$ cat src/rtl/mips16_mem_pkg.sv
// ---------------------------------------------------------------------------
// mips16_mem_pkg
// Shared definitions for the mips16 data-memory responder:
//   DATA_W / ADDR_W  : data and byte-address widths of the data port
//   dmem_state_t     : responder FSM states (IDLE -> WAIT -> RESP)
//   dmem_addr_err    : address check (misaligned or beyond the array)
// ---------------------------------------------------------------------------
package mips16_mem_pkg;

    localparam int DATA_W = 16;
    localparam int ADDR_W = 16;

    typedef enum logic [1:0] {
        IDLE = 2'd0,
        WAIT = 2'd1,
        RESP = 2'd2
    } dmem_state_t;

    // A byte address is bad when it is odd, or when its halfword index
    // falls past the last word. The whole upper address is compared, so
    // large addresses never alias back into the array.
    function automatic logic dmem_addr_err(input logic [ADDR_W-1:0] addr,
                                           input logic [31:0]       depth_words);
        logic [31:0] w_idx;
        w_idx = 32'(addr[ADDR_W-1:1]);
        return addr[0] | (w_idx >= depth_words);
    endfunction

endpackage

$ cat src/rtl/mips16_dmem_responder_if.sv
// ---------------------------------------------------------------------------
// mips16_dmem_responder_if
// Request/response bundle between a data-port requester and the responder.
//   req_valid/req_ready   : request handshake
//   req_write             : 1 = store, 0 = load
//   req_addr/req_wdata    : byte address and store data
//   resp_valid/resp_ready : response handshake
//   resp_rdata/resp_err   : load data and error flag
// Modports: master = requester (core / bus master), slave = responder.
// ---------------------------------------------------------------------------
interface mips16_dmem_responder_if;
    import mips16_mem_pkg::*;

    logic              req_valid;
    logic              req_ready;
    logic              req_write;
    logic [ADDR_W-1:0] req_addr;
    logic [DATA_W-1:0] req_wdata;
    logic              resp_valid;
    logic              resp_ready;
    logic [DATA_W-1:0] resp_rdata;
    logic              resp_err;

    modport master (
        output req_valid, req_write, req_addr, req_wdata, resp_ready,
        input  req_ready, resp_valid, resp_rdata, resp_err
    );

    modport slave (
        input  req_valid, req_write, req_addr, req_wdata, resp_ready,
        output req_ready, resp_valid, resp_rdata, resp_err
    );

endinterface

$ cat src/rtl/mips16_dmem_array.sv
// ---------------------------------------------------------------------------
// mips16_dmem_array
// Single-port synchronous RAM, DEPTH_WORDS x 16, one-cycle registered read.
//   clk     : clock
//   i_en    : port enable (read and/or write this edge)
//   i_we    : write enable (valid with i_en)
//   i_addr  : word index
//   i_wdata : write data
//   o_rdata : read data, updated on enabled edges, held otherwise
// Contents are never cleared; the read register holds its value while the
// port is idle, which lets the responder present stable data in RESP.
// ---------------------------------------------------------------------------
module mips16_dmem_array
    import mips16_mem_pkg::*;
#(
    parameter int DEPTH_WORDS = 256,
    parameter int AW          = $clog2(DEPTH_WORDS)
) (
    input  logic              clk,
    input  logic              i_en,
    input  logic              i_we,
    input  logic [AW-1:0]     i_addr,
    input  logic [DATA_W-1:0] i_wdata,
    output logic [DATA_W-1:0] o_rdata
);

    logic [DATA_W-1:0] r_mem [DEPTH_WORDS];
    logic [DATA_W-1:0] r_rdata;

    // Read-before-write on a store; the responder never exposes the read
    // value of a store, so the ordering is irrelevant to the requester.
    always_ff @(posedge clk) begin
        if (i_en) begin
            if (i_we) begin
                r_mem[i_addr] <= i_wdata;
            end
            r_rdata <= r_mem[i_addr];
        end
    end

    assign o_rdata = r_rdata;

endmodule

$ cat src/rtl/mips16_dmem_responder.sv
// ---------------------------------------------------------------------------
// mips16_dmem_responder
// Memory-side responder for the mips16 data port. Accepts one load/store
// at a time, spends WAIT_STATES cycles in WAIT, performs the array access
// on the edge that enters RESP, then holds the response until it is taken.
//   clk      : clock, rising edge
//   reset_n  : synchronous active-low reset
//   bus      : request/response bundle (slave side)
// Parameters:
//   DEPTH_WORDS : number of 16-bit words in the array
//   WAIT_STATES : cycles spent in WAIT (0 = access on the accept edge)
// Timing: accept edge -> resp_valid after WAIT_STATES+1 cycles (counting
// the accept cycle); one request per WAIT_STATES+2 cycles back to back.
// ---------------------------------------------------------------------------
module mips16_dmem_responder
    import mips16_mem_pkg::*;
#(
    parameter int DEPTH_WORDS = 256,
    parameter int WAIT_STATES = 2
) (
    input  logic                     clk,
    input  logic                     reset_n,
    mips16_dmem_responder_if.slave   bus
);

    localparam int AW = $clog2(DEPTH_WORDS);
    localparam int CW = (WAIT_STATES < 2) ? 1 : $clog2(WAIT_STATES + 1);

    // State and captured request
    dmem_state_t       r_state;
    dmem_state_t       w_state_next;
    logic [CW-1:0]     r_cnt;
    logic [CW-1:0]     w_cnt_next;
    logic              r_write;
    logic              w_write_next;
    logic [AW-1:0]     r_idx;
    logic [AW-1:0]     w_idx_next;
    logic [DATA_W-1:0] r_wdata;
    logic [DATA_W-1:0] w_wdata_next;
    logic              r_err;
    logic              w_err_next;

    // Array port
    logic              w_ram_en;
    logic              w_ram_we;
    logic [AW-1:0]     w_ram_addr;
    logic [DATA_W-1:0] w_ram_wdata;
    logic [DATA_W-1:0] w_ram_rdata;

    logic              w_in_err;
    logic              w_resp;

    assign w_in_err = dmem_addr_err(bus.req_addr, 32'(DEPTH_WORDS));

    // -----------------------------------------------------------------------
    // State register
    // -----------------------------------------------------------------------
    always_ff @(posedge clk) begin
        if (!reset_n) begin
            r_state <= IDLE;
            r_cnt   <= '0;
            r_write <= 1'b0;
            r_idx   <= '0;
            r_wdata <= '0;
            r_err   <= 1'b0;
        end else begin
            r_state <= w_state_next;
            r_cnt   <= w_cnt_next;
            r_write <= w_write_next;
            r_idx   <= w_idx_next;
            r_wdata <= w_wdata_next;
            r_err   <= w_err_next;
        end
    end

    // -----------------------------------------------------------------------
    // Next state, capture and array control
    // -----------------------------------------------------------------------
    always_comb begin
        w_state_next = r_state;
        w_cnt_next   = r_cnt;
        w_write_next = r_write;
        w_idx_next   = r_idx;
        w_wdata_next = r_wdata;
        w_err_next   = r_err;
        w_ram_en     = 1'b0;
        w_ram_we     = 1'b0;
        w_ram_addr   = r_idx;
        w_ram_wdata  = r_wdata;

        case (r_state)
            IDLE: begin
                if (bus.req_valid) begin
                    w_write_next = bus.req_write;
                    w_idx_next   = bus.req_addr[AW:1];
                    w_wdata_next = bus.req_wdata;
                    w_err_next   = w_in_err;
                    if (WAIT_STATES == 0) begin
                        // No wait states: the accept edge is also the
                        // access edge, so the array is fed from the bus.
                        w_ram_en     = !w_in_err;
                        w_ram_we     = bus.req_write & !w_in_err;
                        w_ram_addr   = bus.req_addr[AW:1];
                        w_ram_wdata  = bus.req_wdata;
                        w_state_next = RESP;
                    end else begin
                        w_cnt_next   = CW'(WAIT_STATES);
                        w_state_next = WAIT;
                    end
                end
            end

            WAIT: begin
                w_cnt_next = r_cnt - CW'(1);
                if (r_cnt == CW'(1)) begin
                    // Last wait cycle: this edge commits the store or
                    // samples the load, and the FSM enters RESP.
                    w_ram_en     = !r_err;
                    w_ram_we     = r_write & !r_err;
                    w_state_next = RESP;
                end
            end

            RESP: begin
                if (bus.resp_ready) begin
                    w_state_next = IDLE;
                end
            end

            default: begin
                w_state_next = IDLE;
            end
        endcase
    end

    // -----------------------------------------------------------------------
    // Storage. Gating with reset_n keeps a request that is being reset
    // away from committing on the same edge.
    // -----------------------------------------------------------------------
    mips16_dmem_array #(
        .DEPTH_WORDS (DEPTH_WORDS),
        .AW          (AW)
    ) u_array (
        .clk     (clk),
        .i_en    (w_ram_en & reset_n),
        .i_we    (w_ram_we & reset_n),
        .i_addr  (w_ram_addr),
        .i_wdata (w_ram_wdata),
        .o_rdata (w_ram_rdata)
    );

    // -----------------------------------------------------------------------
    // Outputs. The array is idle throughout RESP, so its read register
    // holds the loaded word; stores, errors and non-RESP cycles read as 0.
    // -----------------------------------------------------------------------
    assign w_resp         = (r_state == RESP);
    assign bus.req_ready  = (r_state == IDLE);
    assign bus.resp_valid = w_resp;
    assign bus.resp_err   = w_resp & r_err;
    assign bus.resp_rdata = (w_resp && !r_write && !r_err) ? w_ram_rdata : '0;

endmodule
$ cat src/flat_wrapper.sv
// flat-port wrapper written by rule: the top's interface ports become plain ports
module mips16_dmem_responder_flat import mips16_mem_pkg::*;
#(
    parameter int DEPTH_WORDS = 256,
    parameter int WAIT_STATES = 2
)
  (clk, reset_n, bus_req_valid, bus_req_write, bus_req_addr, bus_req_wdata, bus_resp_ready, bus_req_ready, bus_resp_valid, bus_resp_rdata, bus_resp_err);
  mips16_dmem_responder_if bus_i ();
  input  logic clk;
  input  logic reset_n;
  input wire logic [$bits(bus_i.req_valid)-1:0] bus_req_valid;
  input wire logic [$bits(bus_i.req_write)-1:0] bus_req_write;
  input wire logic [$bits(bus_i.req_addr)-1:0] bus_req_addr;
  input wire logic [$bits(bus_i.req_wdata)-1:0] bus_req_wdata;
  input wire logic [$bits(bus_i.resp_ready)-1:0] bus_resp_ready;
  output wire logic [$bits(bus_i.req_ready)-1:0] bus_req_ready;
  output wire logic [$bits(bus_i.resp_valid)-1:0] bus_resp_valid;
  output wire logic [$bits(bus_i.resp_rdata)-1:0] bus_resp_rdata;
  output wire logic [$bits(bus_i.resp_err)-1:0] bus_resp_err;
  assign bus_i.req_valid = bus_req_valid;
  assign bus_i.req_write = bus_req_write;
  assign bus_i.req_addr = bus_req_addr;
  assign bus_i.req_wdata = bus_req_wdata;
  assign bus_i.resp_ready = bus_resp_ready;
  assign bus_req_ready = bus_i.req_ready;
  assign bus_resp_valid = bus_i.resp_valid;
  assign bus_resp_rdata = bus_i.resp_rdata;
  assign bus_resp_err = bus_i.resp_err;
  mips16_dmem_responder #(.DEPTH_WORDS(DEPTH_WORDS), .WAIT_STATES(WAIT_STATES)) u_core (.clk(clk), .reset_n(reset_n), .bus(bus_i));
endmodule
$ cat config.mk
export PLATFORM = sky130hd
export DESIGN_NAME = mips16_dmem_responder_flat
export DESIGN_NICKNAME = d
export VERILOG_FILES = /design/src/rtl/mips16_mem_pkg.sv /design/src/rtl/mips16_dmem_responder_if.sv /design/src/rtl/mips16_dmem_array.sv /design/src/rtl/mips16_dmem_responder.sv /design/src/flat_wrapper.sv
export SDC_FILE = /design/constraint.sdc
export NUM_CORES = 2
export LEC_CHECK = 0
export BUFFER_PORTS_ARGS = -buffer_cell sky130_fd_sc_hd__buf_2
export CAP_MARGIN = 5
export CORE_MARGIN = 8
export CORE_UTILIZATION = 55
export CTS_CLUSTER_SIZE = 8
export DETAILED_ROUTE_END_ITERATION = 16
export PLACE_DENSITY_LB_ADDON = 0.3
export SYNTH_ARGS = -nofsm -noshare
export SYNTH_HDL_FRONTEND = slang
export SYNTH_SLANG_ARGS = --single-unit
$ cat constraint.sdc
create_clock -name clk -period 6.1 [get_ports clk]
set_clock_uncertainty 0.2 [all_clocks]
set_input_delay 0.305 -clock clk [delete_from_list [all_inputs] [get_ports clk]]
set_output_delay 0.305 -clock clk [all_outputs]
set_load 0.02 [all_outputs]
* Yosys cells after proc, flatten, opt, wreduce, memory -nomap -nowiden
Memory sizes are Yosys's and may differ from the RTL's. A register that Yosys moved wholly into a read port is not among the register bits.
Index checks and enable logic that the tools add are counted.
** Storage, ports and cells
- Memory bits (writable) :: 4096
- Word-level logic and storage cells :: 43
- Input port bits :: 37
- Memories :: 1
- Bits in registers :: 30
- Output and inout bits :: 19
** Operators by class
- Reduce and logical (&&, ||, !) cells :: 9
- Equal/unequal tests :: 6
- Add/sub/neg operators :: 1
- Bitwise logic cells :: 5
- Mux-type cells :: 14
- Magnitude comparators :: 1
** Memory list
- u_core.u_array.r_mem :: words 256, bits a word 16, read ports 1, clocked after Yosys merged registers in 1, wr ports 1, line mips16_dmem_array.sv:27 : logic [DATA_W-1:0] r_mem [DEPTH_WORDS];
** Operator list (number)
- 2-to-1 mux 16 bit :: 1
- greater-or-equal comparator 15 x 9 -> 1 bit, second input constant :: 1
- 2-to-1 mux 2 bit :: 4
- 2-to-1 mux 1 bit :: 7
- one-hot mux 2 bit (3 select lines) :: 1
- bitwise AND 1 bit :: 4
- equality test 2 x 1 -> 1 bit, second input constant :: 2
- != test 2 bit, second input constant :: 2
- one-hot mux 2 bit (2 select lines) :: 1
- AND reduction 2 bit :: 2
- AND reduction 3 bit :: 1
- equality test 2 bit, second input constant :: 1
- logical AND 1 bit :: 2
- zero test 1 bit :: 2
- zero test 2 bit :: 1
- != test 2 x 1 -> 1 bit, second input constant :: 1
- nonzero test 2 bit :: 1
- subtractor 2 x 1 -> 2 bit, second input constant :: 1
- bitwise OR 1 bit :: 1

* Depth between registers and ports, before layout
- Word-level depth :: 8
- Mapped depth :: 8
- Depth with buffers taken out :: 6

* Cells and area by module
Synthesis repeated with hierarchy kept, for this count alone.
** Second synthesis, totals
- Cell total of the unflattened synthesis :: 6861
- Area total of the unflattened synthesis :: 156590.2 um^2
** By module, submodules not included
- mips16_dmem_array :: times used 1, sequential area each 123478.4 um^2, area each 155241.4 um^2, cells each 6704
- mips16_dmem_responder :: times used 1, sequential area each 600.6 um^2, area each 1348.8 um^2, cells each 157

* Worst setup path after synthesis
No wires, ideal clock.
- Kind :: reg2reg
- Start :: register u_core.r_wdata[0]
- End :: memory u_core.u_array.r_mem[0][0], data pin
- Period minus slack after synthesis :: 4453 ps
- Buffers on the path :: 0
- Setup time :: 856 ps
- Arrival :: 3397 ps
- Stages on the path, launching flop included :: 1
- Required time :: 5044 ps
- Path slack :: 1647 ps
- Cell sequence :: dfxtp_1
** RTL lines
- start: declaration :: line mips16_dmem_responder.sv:38 : logic [DATA_W-1:0] r_wdata;
- start signal: assignment :: line mips16_dmem_responder.sv:71 : r_wdata <= w_wdata_next;
- end: declaration :: line mips16_dmem_array.sv:27
Straight into the memory's write port.

==> key figures <==
Pwr
  • Maximum ir drop on the vdd rail: 0.324 mV
  • Leakage power figure: 58.9 nW
  • P_int: 0.0497 W
  • Pwr per Cell Area: 349 nW/µm²
  • Net Sw Power: 0.0136 W
  • Share of total power in combinational logic: 0.043
  • Total Power: 0.0633 W
  • Seq pwr share: 0.500
  • Switching share of power: 0.215
  • Clk pwr share: 0.458

Status
  • Result of the run: complete, but fails checks
  • Violated checks: max-capacitance violations, max-slew violations

Floorplanning
  • Full die area: 302000 µm²
  • Width of the die: 550 µm
  • Number of cell rows: 196
  • Core footprint: 284000 µm²
  • I/O pin count: 56
  • Vertical die dimension: 550 µm
  • Starting utilization of the core area: 0.551

Hold path
  • Critical hold path startpoint: reset_n
  • Min-Delay Path Class: primary input to flop

Synth
  • Post-synth cell types: 29
  • Cells taking the most area after synthesis: sky130_fd_sc_hd__edfxtp_1 79%, sky130_fd_sc_hd__mux4_2 15%, sky130_fd_sc_hd__a22oi_1 2.5%, sky130_fd_sc_hd__a21oi_1 0.82%, sky130_fd_sc_hd__nor2_1 0.64%
  • Count of state elements after synthesis: 4142
  • Netlist Area Pre-Place: 157000 µm²
  • Post-synth top flop: sky130_fd_sc_hd__edfxtp_1
  • Synth Area in Compound Gates: 0.0378
  • Synthesized Nets: 6904
  • Largest family of logic cells by synthesized area: multiplexers
  • Post-synth EDFFs: 4112
  • Synth Area in Simple Gates: 0.0109
  • Share of the synthesized area in the top cell type: 0.789
  • Mux contribution to synthesized area: 0.147
  • Share of synthesized registers carrying an async set or reset: 0
  • Syn_area_per_cell: 22.8 µm²
  • YS warnings: 0
  • Synth Instances: 6866
  • Proportion of synthesized chip area in sequential cells: 0.793
  • Top cell type by total area after synthesis: sky130_fd_sc_hd__edfxtp_1
  • Share of synthesized cell area in full adder, half adder and majority cells: 0.0000799
  • Area share of xor/xnor cells in the synthesized design: 0

Worst setup path
  • Crit path cell chain: buf_4, buf_4, mux4_2, a22oi_1, a21oi_1, o41ai_1, nand4_1
  • Worst r2r dst: u_core.u_array.o_rdata[3]
  • Origin of the critical flop-to-flop path: u_core.r_idx[0]
  • Depth of the critical timing path with buffers and inverters included: 7
  • Crit path buf inv count: 2
  • End of the critical path: u_core.u_array.o_rdata[3]
  • CP Capture Type: flop
  • Maximum fanout encountered on the critical timing path: 31
  • Library cell contributing the largest single delay on the critical path: sky130_fd_sc_hd__o41ai_1
  • Worst Path Required: 6590 ps
  • Crit-path most repeated cell: sky130_fd_sc_hd__buf_4
  • Number of cells traversed by the worst register-to-register path: 7
  • Flop2flop setup slack: 910 ps
  • Critical Path AT: 5680 ps
  • Class of the most critical setup path: flop to flop
  • Critical Path Start Type: flop
  • Source of the critical timing path: u_core.r_idx[0]
  • Top cell family by delay on the critical path: compound AO/OA/AOI/OAI gates
  • Delay of the slowest cell on the worst path: 1300 ps

Place
  • Final estimated routing congestion in global placement: 0.858
  • Post-DP HPWL: 217 mm
  • Total of buffers placed on input and output ports: 55
  • Worst slack after detailed placement: 1080 ps

CTS
  • Number of sinks handled by clock tree synthesis: 4142
  • Number of gates resized after cts: 0
  • Inserted Clock Buffers: 588
  • Number of buffers on the longest clock path: 4
  • Worst-Skew Late Latency: 1030 ps
  • Clock-pin slew on the worst setup and hold paths: 50 ps
  • Cell chosen for the clock root: sky130_fd_sc_hd__clkbuf_16
  • CTS tree: done
  • H-tree depth reported by CTS: 6

Routing
  • Number of design-rule violations left by the first detailed-router iteration: 12.1k
  • Number of nets still failing antenna checks after routing: 0
  • Overall routed net length: 404 mm
  • # DRC: 0
  • Via count of the routed design: 78.6k
  • Avg Vias per Cell: 6.85
  • Mean routed wirelength per cell: 35.2 µm
  • Detailed Routing Iterations Pass 1: 8

Timing
  • Actual slew at the worst max-slew pin: 1520 ps
  • Final worst path period share: 0.850
  • Min cycle time layout: 5190 ps
  • Highest clock frequency the design can meet: 193 MHz
  • Max-slew violations: 52
  • Worst rel slew slack: -0.0289
  • Setup violation total in the final timing report: 0
  • Post-Route Setup TNS: 0 ps
  • Hold Violations, Final: 0
  • Unrepaired setup endpoints after global routing: no
  • Minimum setup slack in the final design: 913 ps

Global route
  • Gr usage total: 0.264
  • Remaining global-route overflow: 0
  • Vias in the first global route: 79.2k
  • Pin count of the biggest net entering global routing: 228
  • Wire length of the first global-routing pass: 576 mm
  • Number of antenna violations at the first check in global routing: 18

Layout
  • Final Net Count: 7675
  • Most frequent standard cell in the layout excluding fill and tap cells: sky130_fd_sc_hd__edfxtp_1
  • Signed area change from the synthesized netlist to the final layout: 15.8%
  • Fraction of layout instances using a drive strength above 1: 0.289
  • Most used cells in the layout excluding fill and tap cells: 4112 x sky130_fd_sc_hd__edfxtp_1, 1024 x sky130_fd_sc_hd__mux4_2, 590 x sky130_fd_sc_hd__clkbuf_16, 512 x sky130_fd_sc_hd__a22oi_1, 387 x sky130_fd_sc_hd__buf_4
  • Fill cell instance count of the final layout: 17.7k

Flow run
  • Max-cap viol count: 2
-- through the flow --
stage	instances	hold WS [ps]	cell area, µm²	utilization
6_report	11500	162	181000	0.638
2_1_floorplan	6866	250	157000	-
3_5_place_dp	10700	272	164000	0.577
4_1_cts	11500	74.6	181000	0.638
5_1_grt	11500	162	181000	0.638
3_3_place_gp	10700	261	164000	0.577
-- sequential cells by signal, summed over array words and instances, names as in the netlist --
signal / flops
u_core.u_array.r_mem: 4096
u_core.r_cnt: 2
u_core.r_write: 1
u_core.r_err: 1
u_core.r_idx: 8
u_core.u_array.o_rdata: 16
u_core.r_wdata: 16
u_core.r_state: 2
-- routing by layer --
metal  part of all wire  vias up  global-route usage
met2               0.47     5293               0.411
met3               0.11      834              0.0563
met4              0.046        4               0.107
li1                   -    30800                   -
met5           0.000064        -                   0
met1               0.37    41800               0.371
-- power by group through the flow --
stage / clock [W] / sequential (W) / combinational [W]
after floorplan: 0 / 0.0323 / 0.00143
after global placement: 0 / 0.0321 / 0.00257
after detailed placement: 0 / 0.0322 / 0.00262
after CTS: 0.0292 / 0.0316 / 0.00269
after global routing: 0.0304 / 0.0316 / 0.00281
final: 0.0290 / 0.0316 / 0.00270
-- cells in the mapped netlist (4+ instances only) --
| cell | n |
|---|---|
| sky130_fd_sc_hd__nand3_1 | 7 |
| sky130_fd_sc_hd__and2_1 | 23 |
| sky130_fd_sc_hd__nand2_1 | 78 |
| sky130_fd_sc_hd__clkbuf_1 | 257 |
| sky130_fd_sc_hd__nand2b_1 | 4 |
| sky130_fd_sc_hd__nor2_1 | 265 |
| sky130_fd_sc_hd__nor2b_1 | 8 |
| sky130_fd_sc_hd__edfxtp_1 | 4112 |
| sky130_fd_sc_hd__dfxtp_1 | 30 |
| sky130_fd_sc_hd__a22oi_1 | 512 |
| sky130_fd_sc_hd__nand4_1 | 18 |
| sky130_fd_sc_hd__buf_4 | 23 |
| sky130_fd_sc_hd__buf_1 | 51 |
| sky130_fd_sc_hd__o41ai_1 | 64 |
| sky130_fd_sc_hd__a21boi_0 | 25 |
| sky130_fd_sc_hd__buf_2 | 91 |
| sky130_fd_sc_hd__a21oi_1 | 256 |
| sky130_fd_sc_hd__mux4_2 | 1024 |
-- area by class of cell --
cell class | instances | area, µm² | share of cell area
Clock inverter | 61 | 1390 | 0.00769
Tap cell | 3762 | 4710 | 0.0260
Inverter | 3 | 11.3 | 0.0000621
Antenna cell | 11 | 27.5 | 0.000152
Sequential cell | 4142 | 124000 | 0.685
Multi-Input combinational cell | 2299 | 30900 | 0.171
Clock buffer | 598 | 14800 | 0.0816
Timing Repair Buffer | 603 | 5280 | 0.0291
-- worst min path at each step --
stage                       to  slack [ps]  depth (start not counted)
2_1_floorplan  u_core.r_idx[0]         250                          2
3_5_place_dp   u_core.r_idx[7]         270                          2
3_3_place_gp   u_core.r_idx[7]         260                          2
4_1_cts        u_core.r_cnt[1]          70                          3
5_1_grt        u_core.r_cnt[1]         160                          3
6_report       u_core.r_cnt[1]         160                          3
-- logic make-up after synthesis --
kind of cell	after synthesis
fa+ha+maj	1
buf+inv	425
mux	1024
compound gates	863
flops	4142
simple gates	411
-- repair_timing --
action                    CTS  global route
hold endpoints to repair   30             0
hold buffers              112             0
setup buffers               0             0
-- tightest hold or removal path: cells and delay by family --
family          cells  cell delay (ps)
buf+inv             2              830
compound gates      1              200
Note: power is estimated with default switching activity, not from simulation.
